==> config.mk <==
export PLATFORM = sky130hd
export DESIGN_NAME = cc_muxseq
export DESIGN_NICKNAME = d
export VERILOG_FILES = /design/src/rtl/cc_muxseq_pkg.sv /design/src/rtl/cc_muxseq_counter.sv /design/src/rtl/cc_muxseq.sv
export SDC_FILE = /design/constraint.sdc
export NUM_CORES = 1
export LEC_CHECK = 0
export BUFFER_PORTS_ARGS = -buffer_cell sky130_fd_sc_hd__buf_2
export CORE_MARGIN = 1.5
export CORE_UTILIZATION = 50
export DETAILED_ROUTE_END_ITERATION = 10
export PLACE_DENSITY = 0.83
export SKIP_CTS_REPAIR_TIMING = 1
export SLEW_MARGIN = 20
export SYNTH_ARGS = -nofsm -noshare
export SYNTH_HDL_FRONTEND = slang
export SYNTH_HIERARCHICAL = 1
export SYNTH_SLANG_ARGS = --single-unit
==> constraint.sdc <==
create_clock -name CC_MUXSEQ_CLOCK_50 -period 3.2 [get_ports CC_MUXSEQ_CLOCK_50]
set_clock_uncertainty 0.15 [all_clocks]
set_input_delay 0.16 -clock CC_MUXSEQ_CLOCK_50 [delete_from_list [all_inputs] [get_ports CC_MUXSEQ_CLOCK_50]]
set_output_delay 0.16 -clock CC_MUXSEQ_CLOCK_50 [all_outputs]
set_load 0.05 [all_outputs]
==> src/rtl/cc_muxseq_pkg.sv <==
// rtl/cc_muxseq_pkg.sv - shared state encoding, default blank value and select-width check
// Build option: CC_MUXSEQ_ERRFLAG_EN (see cc_muxseq).
package cc_muxseq_pkg;

  typedef enum logic {
    ST_STABLE = 1'b0,
    ST_BLANK  = 1'b1
  } muxseq_state_t;

  localparam int MUXSEQ_DEFAULT_BLANKVALUE = 0;

  function automatic bit sel_width_ok(input int channels, input int selwidth);
    return (channels >= 2) && ((64'd1 << selwidth) >= 64'(channels));
  endfunction

endpackage

==> src/rtl/cc_muxseq_counter.sv <==
// rtl/cc_muxseq_counter.sv - loadable down-counter with zero flag for the blanking interval
module cc_muxseq_counter #(
  parameter int WIDTH = 2
) (
  input  logic             clk,
  input  logic             rst_n,
  input  logic             load,
  input  logic [WIDTH-1:0] load_value,
  input  logic             dec,
  output logic             zero
);

  logic [WIDTH-1:0] count;

  always_ff @(posedge clk or negedge rst_n) begin
    if (!rst_n) begin
      count <= '0;
    end else if (load) begin
      count <= load_value;
    end else if (dec && (count != '0)) begin
      count <= count - 1'b1;
    end
  end

  assign zero = (count == '0);

endmodule

==> src/rtl/cc_muxseq.sv <==
// rtl/cc_muxseq.sv - N-channel registered pattern selector with timed blanking on channel change
// Build option: CC_MUXSEQ_ERRFLAG_EN adds a sticky bad-select flag instead of clamping.
module cc_muxseq
  import cc_muxseq_pkg::*;
#(
  parameter int MUXSEQ_CHANNELS    = 4,
  parameter int MUXSEQ_DATAWIDTH   = 8,
  parameter int MUXSEQ_SELECTWIDTH = 2,
  parameter int MUXSEQ_BLANKCYCLES = 3,
  parameter logic [MUXSEQ_DATAWIDTH-1:0] MUXSEQ_BLANKVALUE =
    MUXSEQ_DATAWIDTH'(MUXSEQ_DEFAULT_BLANKVALUE)
) (
  input  logic                                    CC_MUXSEQ_CLOCK_50,
  input  logic                                    CC_MUXSEQ_RESET_InLow,
  input  logic [MUXSEQ_CHANNELS*MUXSEQ_DATAWIDTH-1:0] CC_MUXSEQ_data_InBUS,
  input  logic [MUXSEQ_SELECTWIDTH-1:0]           CC_MUXSEQ_select_InBUS,
  input  logic                                    CC_MUXSEQ_load_In,
  output logic [MUXSEQ_DATAWIDTH-1:0]             CC_MUXSEQ_data_OutBUS,
  output logic [MUXSEQ_SELECTWIDTH-1:0]           CC_MUXSEQ_sel_OutBUS,
  output logic                                    CC_MUXSEQ_busy_Out
`ifdef CC_MUXSEQ_ERRFLAG_EN
  ,
  output logic                                    CC_MUXSEQ_error_Out
`endif
);

  localparam int DW = MUXSEQ_DATAWIDTH;
  localparam int SW = MUXSEQ_SELECTWIDTH;

  if (!sel_width_ok(MUXSEQ_CHANNELS, MUXSEQ_SELECTWIDTH)) begin : g_bad_select_width
    $error("cc_muxseq: select width cannot address all channels");
  end

  muxseq_state_t state;
  logic [SW-1:0] active;
  logic [SW-1:0] pending;
  logic [DW-1:0] data_q;
  logic          busy_q;
  logic          cnt_zero;
  logic          in_range;
  logic          req_valid;
  logic [SW-1:0] eff_sel;
  logic [SW-1:0] next_pending;

  assign in_range = (int'(CC_MUXSEQ_select_InBUS) < MUXSEQ_CHANNELS);

`ifdef CC_MUXSEQ_ERRFLAG_EN
  logic err_q;
  assign req_valid = CC_MUXSEQ_load_In && in_range;
  assign eff_sel   = CC_MUXSEQ_select_InBUS;
  assign CC_MUXSEQ_error_Out = err_q;
`else
  // Anything past the last channel lands on the last channel.
  assign req_valid = CC_MUXSEQ_load_In;
  assign eff_sel   = in_range ? CC_MUXSEQ_select_InBUS : SW'(MUXSEQ_CHANNELS - 1);
`endif

  // A request arriving on the final blank edge still wins the commit.
  assign next_pending = req_valid ? eff_sel : pending;

  function automatic logic [DW-1:0] chan(input logic [SW-1:0] idx);
    return CC_MUXSEQ_data_InBUS[int'(idx)*DW +: DW];
  endfunction

  if (MUXSEQ_BLANKCYCLES > 0) begin : g_cnt
    localparam int CW = $clog2(MUXSEQ_BLANKCYCLES + 1);
    logic cnt_load;
    assign cnt_load = (state == ST_STABLE) && req_valid && (eff_sel != active);
    cc_muxseq_counter #(.WIDTH(CW)) u_cnt (
      .clk        (CC_MUXSEQ_CLOCK_50),
      .rst_n      (CC_MUXSEQ_RESET_InLow),
      .load       (cnt_load),
      .load_value (CW'(MUXSEQ_BLANKCYCLES - 1)),
      .dec        (state == ST_BLANK),
      .zero       (cnt_zero)
    );
  end else begin : g_nocnt
    assign cnt_zero = 1'b1;
  end

  always_ff @(posedge CC_MUXSEQ_CLOCK_50 or negedge CC_MUXSEQ_RESET_InLow) begin
    if (!CC_MUXSEQ_RESET_InLow) begin
      state   <= ST_STABLE;
      active  <= '0;
      pending <= '0;
      data_q  <= '0;
      busy_q  <= 1'b0;
    end else begin
      case (state)
        ST_STABLE: begin
          if (req_valid && (eff_sel != active)) begin
            if (MUXSEQ_BLANKCYCLES == 0) begin
              active <= eff_sel;
              data_q <= chan(eff_sel);
            end else begin
              pending <= eff_sel;
              data_q  <= MUXSEQ_BLANKVALUE;
              state   <= ST_BLANK;
              busy_q  <= 1'b1;
            end
          end else begin
            data_q <= chan(active);
          end
        end
        ST_BLANK: begin
          pending <= next_pending;
          if (cnt_zero) begin
            active <= next_pending;
            data_q <= chan(next_pending);
            state  <= ST_STABLE;
            busy_q <= 1'b0;
          end else begin
            data_q <= MUXSEQ_BLANKVALUE;
          end
        end
        default: state <= ST_STABLE;
      endcase
    end
  end

`ifdef CC_MUXSEQ_ERRFLAG_EN
  always_ff @(posedge CC_MUXSEQ_CLOCK_50 or negedge CC_MUXSEQ_RESET_InLow) begin
    if (!CC_MUXSEQ_RESET_InLow) begin
      err_q <= 1'b0;
    end else if (CC_MUXSEQ_load_In && !in_range) begin
      err_q <= 1'b1;
    end
  end
`endif

  assign CC_MUXSEQ_data_OutBUS = data_q;
  assign CC_MUXSEQ_sel_OutBUS  = active;
  assign CC_MUXSEQ_busy_Out    = busy_q;

endmodule

==> flow_metrics.py <==
metrics = {
    "grt": {
        "grt_pass1_wl_um": 4119,
        "first_global_vias": 980,
        "grt_max_degree": 18,
        "grtUsageTotal": 0.2140,
        "gr-total-overflow": 0,
        "antenna_found_initial": 0,
    },
    "worst_setup_path": {
        "cp_data_arrival_time_ps": 2080,
        "critPathRequiredTime_ps": 3210,
        "worstRegToRegCells": 5,
        "path_max_fanout": 11,
        "setup.worst_path.end": "g_cnt.u_cnt/count[1]$_DFFE_PN0P_",
        "max_stage_delay_ps": 630,
        "start_kind": "flop",
        "r2r-end": "g_cnt.u_cnt/count[1]$_DFFE_PN0P_",
        "critPathLaunch": "CC_MUXSEQ_sel_OutBUS[1]$_DFFE_PN0P_",
        "crit_slowest_cell": "dfrtp_1",
        "rrSetupSlack_ps": 1140,
        "cp_cell_sequence": "xnor2_1 > a21boi_0 > nor2b_1 > or4b_1 > o311ai_0",
        "worst_r2r_startpoint": "CC_MUXSEQ_sel_OutBUS[1]$_DFFE_PN0P_",
        "path_class": "reg -> reg",
        "end_kind": "flop",
    },
    "placed_design": {
        "placed_area_mm2": 0.001389,
        "io_buffers": 47,
        "place_ws_ps": 1152,
        "gp_congestion": 0.7665,
        "place_inst": 167,
        "place.detailed.hpwl_um": 2094,
    },
    "final_layout": {
        "diodes": 0,
        "layout_commonest_cell": "buf_2",
        "fin_nets": 183,
        "fillCellCount": 179,
        "final_cell_mix": "buf_2, mux2i_1, dfrtp_1",
        "design_area_mm2": 0.001421,
        "instances_no_fill": 171,
        "layout-drive-gt1-share": 0.4476,
        "area_growth_pct": 22.68,
    },
    "detailed_routing": {
        "drtPass1Iterations": 4,
        "final_antenna_net_count": 0,
        "drt-vias-per-instance": 5.760,
        "first_iter_violations": 10,
        "post_drt_wl_per_cell_um": 15.22,
        "vias": 985,
        "wirelength_um": 2602,
        "drc_errors": 0,
    },
    "flow_run": {
        "drv_cap": 0,
    },
    "synthesis": {
        "yosysWarnings": 6,
        "netlist_instances": 95,
        "avgSynthCellArea_um2": 12.20,
        "synth_nets": 133,
        "ys_seq_elements": 16,
        "syn_area_mm2": 0.001159,
        "synth.distinct_cells": 28,
        "yosysSeqAreaShare": 0.3456,
    },
    "power": {
        "power_density_mw_per_mm2": 891.5,
        "ir_worst_vdd_v": 0.0004385,
        "p_leak_nw": 0.7530,
        "finalPower_w": 0.001267,
    },
    "clock_network": {
        "cts-root-buf": "clkbuf_4",
        "cts_sinks": 16,
        "htree_num_levels": 1,
        "cts_buffer_depth": 2,
        "tritoncts": "yes",
        "numCtsBuffers": 3,
        "clk_latency_ps": 280,
        "clk_pin_slew_worst_paths_ps": 90,
    },
    "sta": {
        "tightestPinTransition_ps": 793.3,
        "setup_tns_ps": 0,
        "timing.fmax_ghz": 0.4843,
        "maxSlewHeadroom": 0.4598,
        "period_needed_ps": 2065,
        "post-route-period-util": 0.6453,
        "final.setup.worst_slack_ps": 1135,
        "hold_viol_final": 0,
        "rsz0062_at_grt": "false",
        "setup_violations": 0,
        "finalMaxSlewViolations": 0,
    },
    "floorplanning": {
        "die_x_um": 51.14,
        "io_pins": 48,
        "dieHeight_um": 51.14,
        "start_util": 0.5288,
        "rows": 17,
        "core-area_mm2": 0.002191,
        "die-area_mm2": 0.002615,
    },
    "hold_path": {
        "hp-class": "in -> reg",
    },
    "outcome": {
        "status": "completed",
    },
}
-- per-stage QoR --
step | hold WS [ps] | util
after floorplan | -285.6 | -
after global placement | -63.36 | 0.6339
after detailed placement | -60.60 | 0.6339
after CTS | -372.4 | 0.6442
after global routing | 22.92 | 0.6488
final | 23.01 | 0.6488
-- state kept, by name, summed over array words and instances (netlist names) --
register / count
CC_MUXSEQ_busy_Out: 1
CC_MUXSEQ_data_OutBUS: 8
CC_MUXSEQ_sel_OutBUS: 2
g_cnt.u_cnt/count: 2
pending: 2
state: 1
-- logic make-up (layout without fill, tap and decap cells) --
kind of cell | Yosys count | after routing | share of synthesized area
buffers and inverters | 7 | 55 | 0.05075
XOR/XNOR | 2 | 2 | 0.01512
other | 2 | 2 | 0.006482
flip-flops | 16 | 16 | 0.3456
adder cells (fa/ha/maj) | 1 | 1 | 0.01080
AO/OA/AOI/OAI | 23 | 23 | 0.1425
multiplexers | 28 | 28 | 0.3564
AND/OR/NAND/NOR | 16 | 16 | 0.07236
-- power breakdown --
group          leakage (nW)  internal [W]  switching, W  total, W
sequential            0.198      0.000289     0.0000821  0.000371
clock                0.0138     0.0000437     0.0000609  0.000105
combinational         0.541      0.000339      0.000452  0.000791
-- final cells by class --
| class | instances | area [um^2] | area share |
|---|---|---|---|
| Inverter | 3 | 11.26 | 0.007923 |
| Sequential cell | 16 | 400.4 | 0.2817 |
| Clock buffer | 3 | 22.52 | 0.01585 |
| Tap cell | 28 | 35.03 | 0.02465 |
| Multi-Input combinational cell | 72 | 699.4 | 0.4921 |
| Timing Repair Buffer | 49 | 252.7 | 0.1778 |
-- worst max-delay path: cells and delay by family, from the launching register on --
family           cells  cell delay, ps
flip-flops           1             630
AND/OR/NAND/NOR      2             700
XOR/XNOR             1             190
AO/OA/AOI/OAI        2             260
-- Yosys cell counts --
| cell | count | area (um^2) |
|---|---|---|
| a21boi_0 | 1 | 7.510 |
| a21o_1 | 9 | 67.56 |
| buf_4 | 1 | 7.510 |
| buf_6 | 1 | 11.26 |
| buf_8 | 1 | 15.01 |
| clkbuf_8 | 1 | 13.76 |
| conb_1 | 2 | 7.510 |
| dfrtp_1 | 16 | 400.4 |
| ha_1 | 1 | 12.51 |
| inv_1 | 3 | 11.26 |
| mux2_2 | 2 | 22.52 |
| mux2i_1 | 17 | 170.2 |
| mux2i_4 | 1 | 22.52 |
| mux4_2 | 1 | 22.52 |
| mux4_4 | 7 | 175.2 |
| nand2_1 | 7 | 26.28 |
| nand2b_1 | 1 | 6.260 |
| nand3_1 | 1 | 5.000 |
| nor2_1 | 2 | 7.510 |
| nor2b_1 | 2 | 12.51 |
| o211ai_2 | 1 | 12.51 |
| o21ai_0 | 2 | 10.01 |
| o22ai_1 | 8 | 50.05 |
| o2bb2ai_1 | 1 | 8.760 |
| o311ai_0 | 1 | 8.760 |
| or2_2 | 1 | 6.260 |
| or4b_1 | 2 | 20.02 |
| xnor2_1 | 2 | 17.52 |
-- per-layer routing --
metal  track usage  vias to the layer above  wire length, um
met5             0                        -                0
met4        0.1036                        0               35
met3       0.04386                        4              162
met2        0.3874                       44             1400
met1        0.2358                      474             1003
li1              -                      463                -
-- worst min-delay path by stage --
stage	to	slack, ps	cells past startpoint	start
after floorplan	CC_MUXSEQ_busy_Out$_DFFE_PN0P_	-290	0	CC_MUXSEQ_RESET_InLow
after CTS	g_cnt.u_cnt/count[1]$_DFFE_PN0P_	-370	1	CC_MUXSEQ_RESET_InLow
final	pending[0]$_DFFE_PN0P_	20	2	CC_MUXSEQ_select_InBUS[0]
after global placement	state$_DFF_PN0_	-60	1	CC_MUXSEQ_RESET_InLow
after detailed placement	g_cnt.u_cnt/count[1]$_DFFE_PN0P_	-60	1	CC_MUXSEQ_RESET_InLow
after global routing	pending[0]$_DFFE_PN0P_	20	2	CC_MUXSEQ_select_InBUS[0]
(Power assumes the default switching activity.)
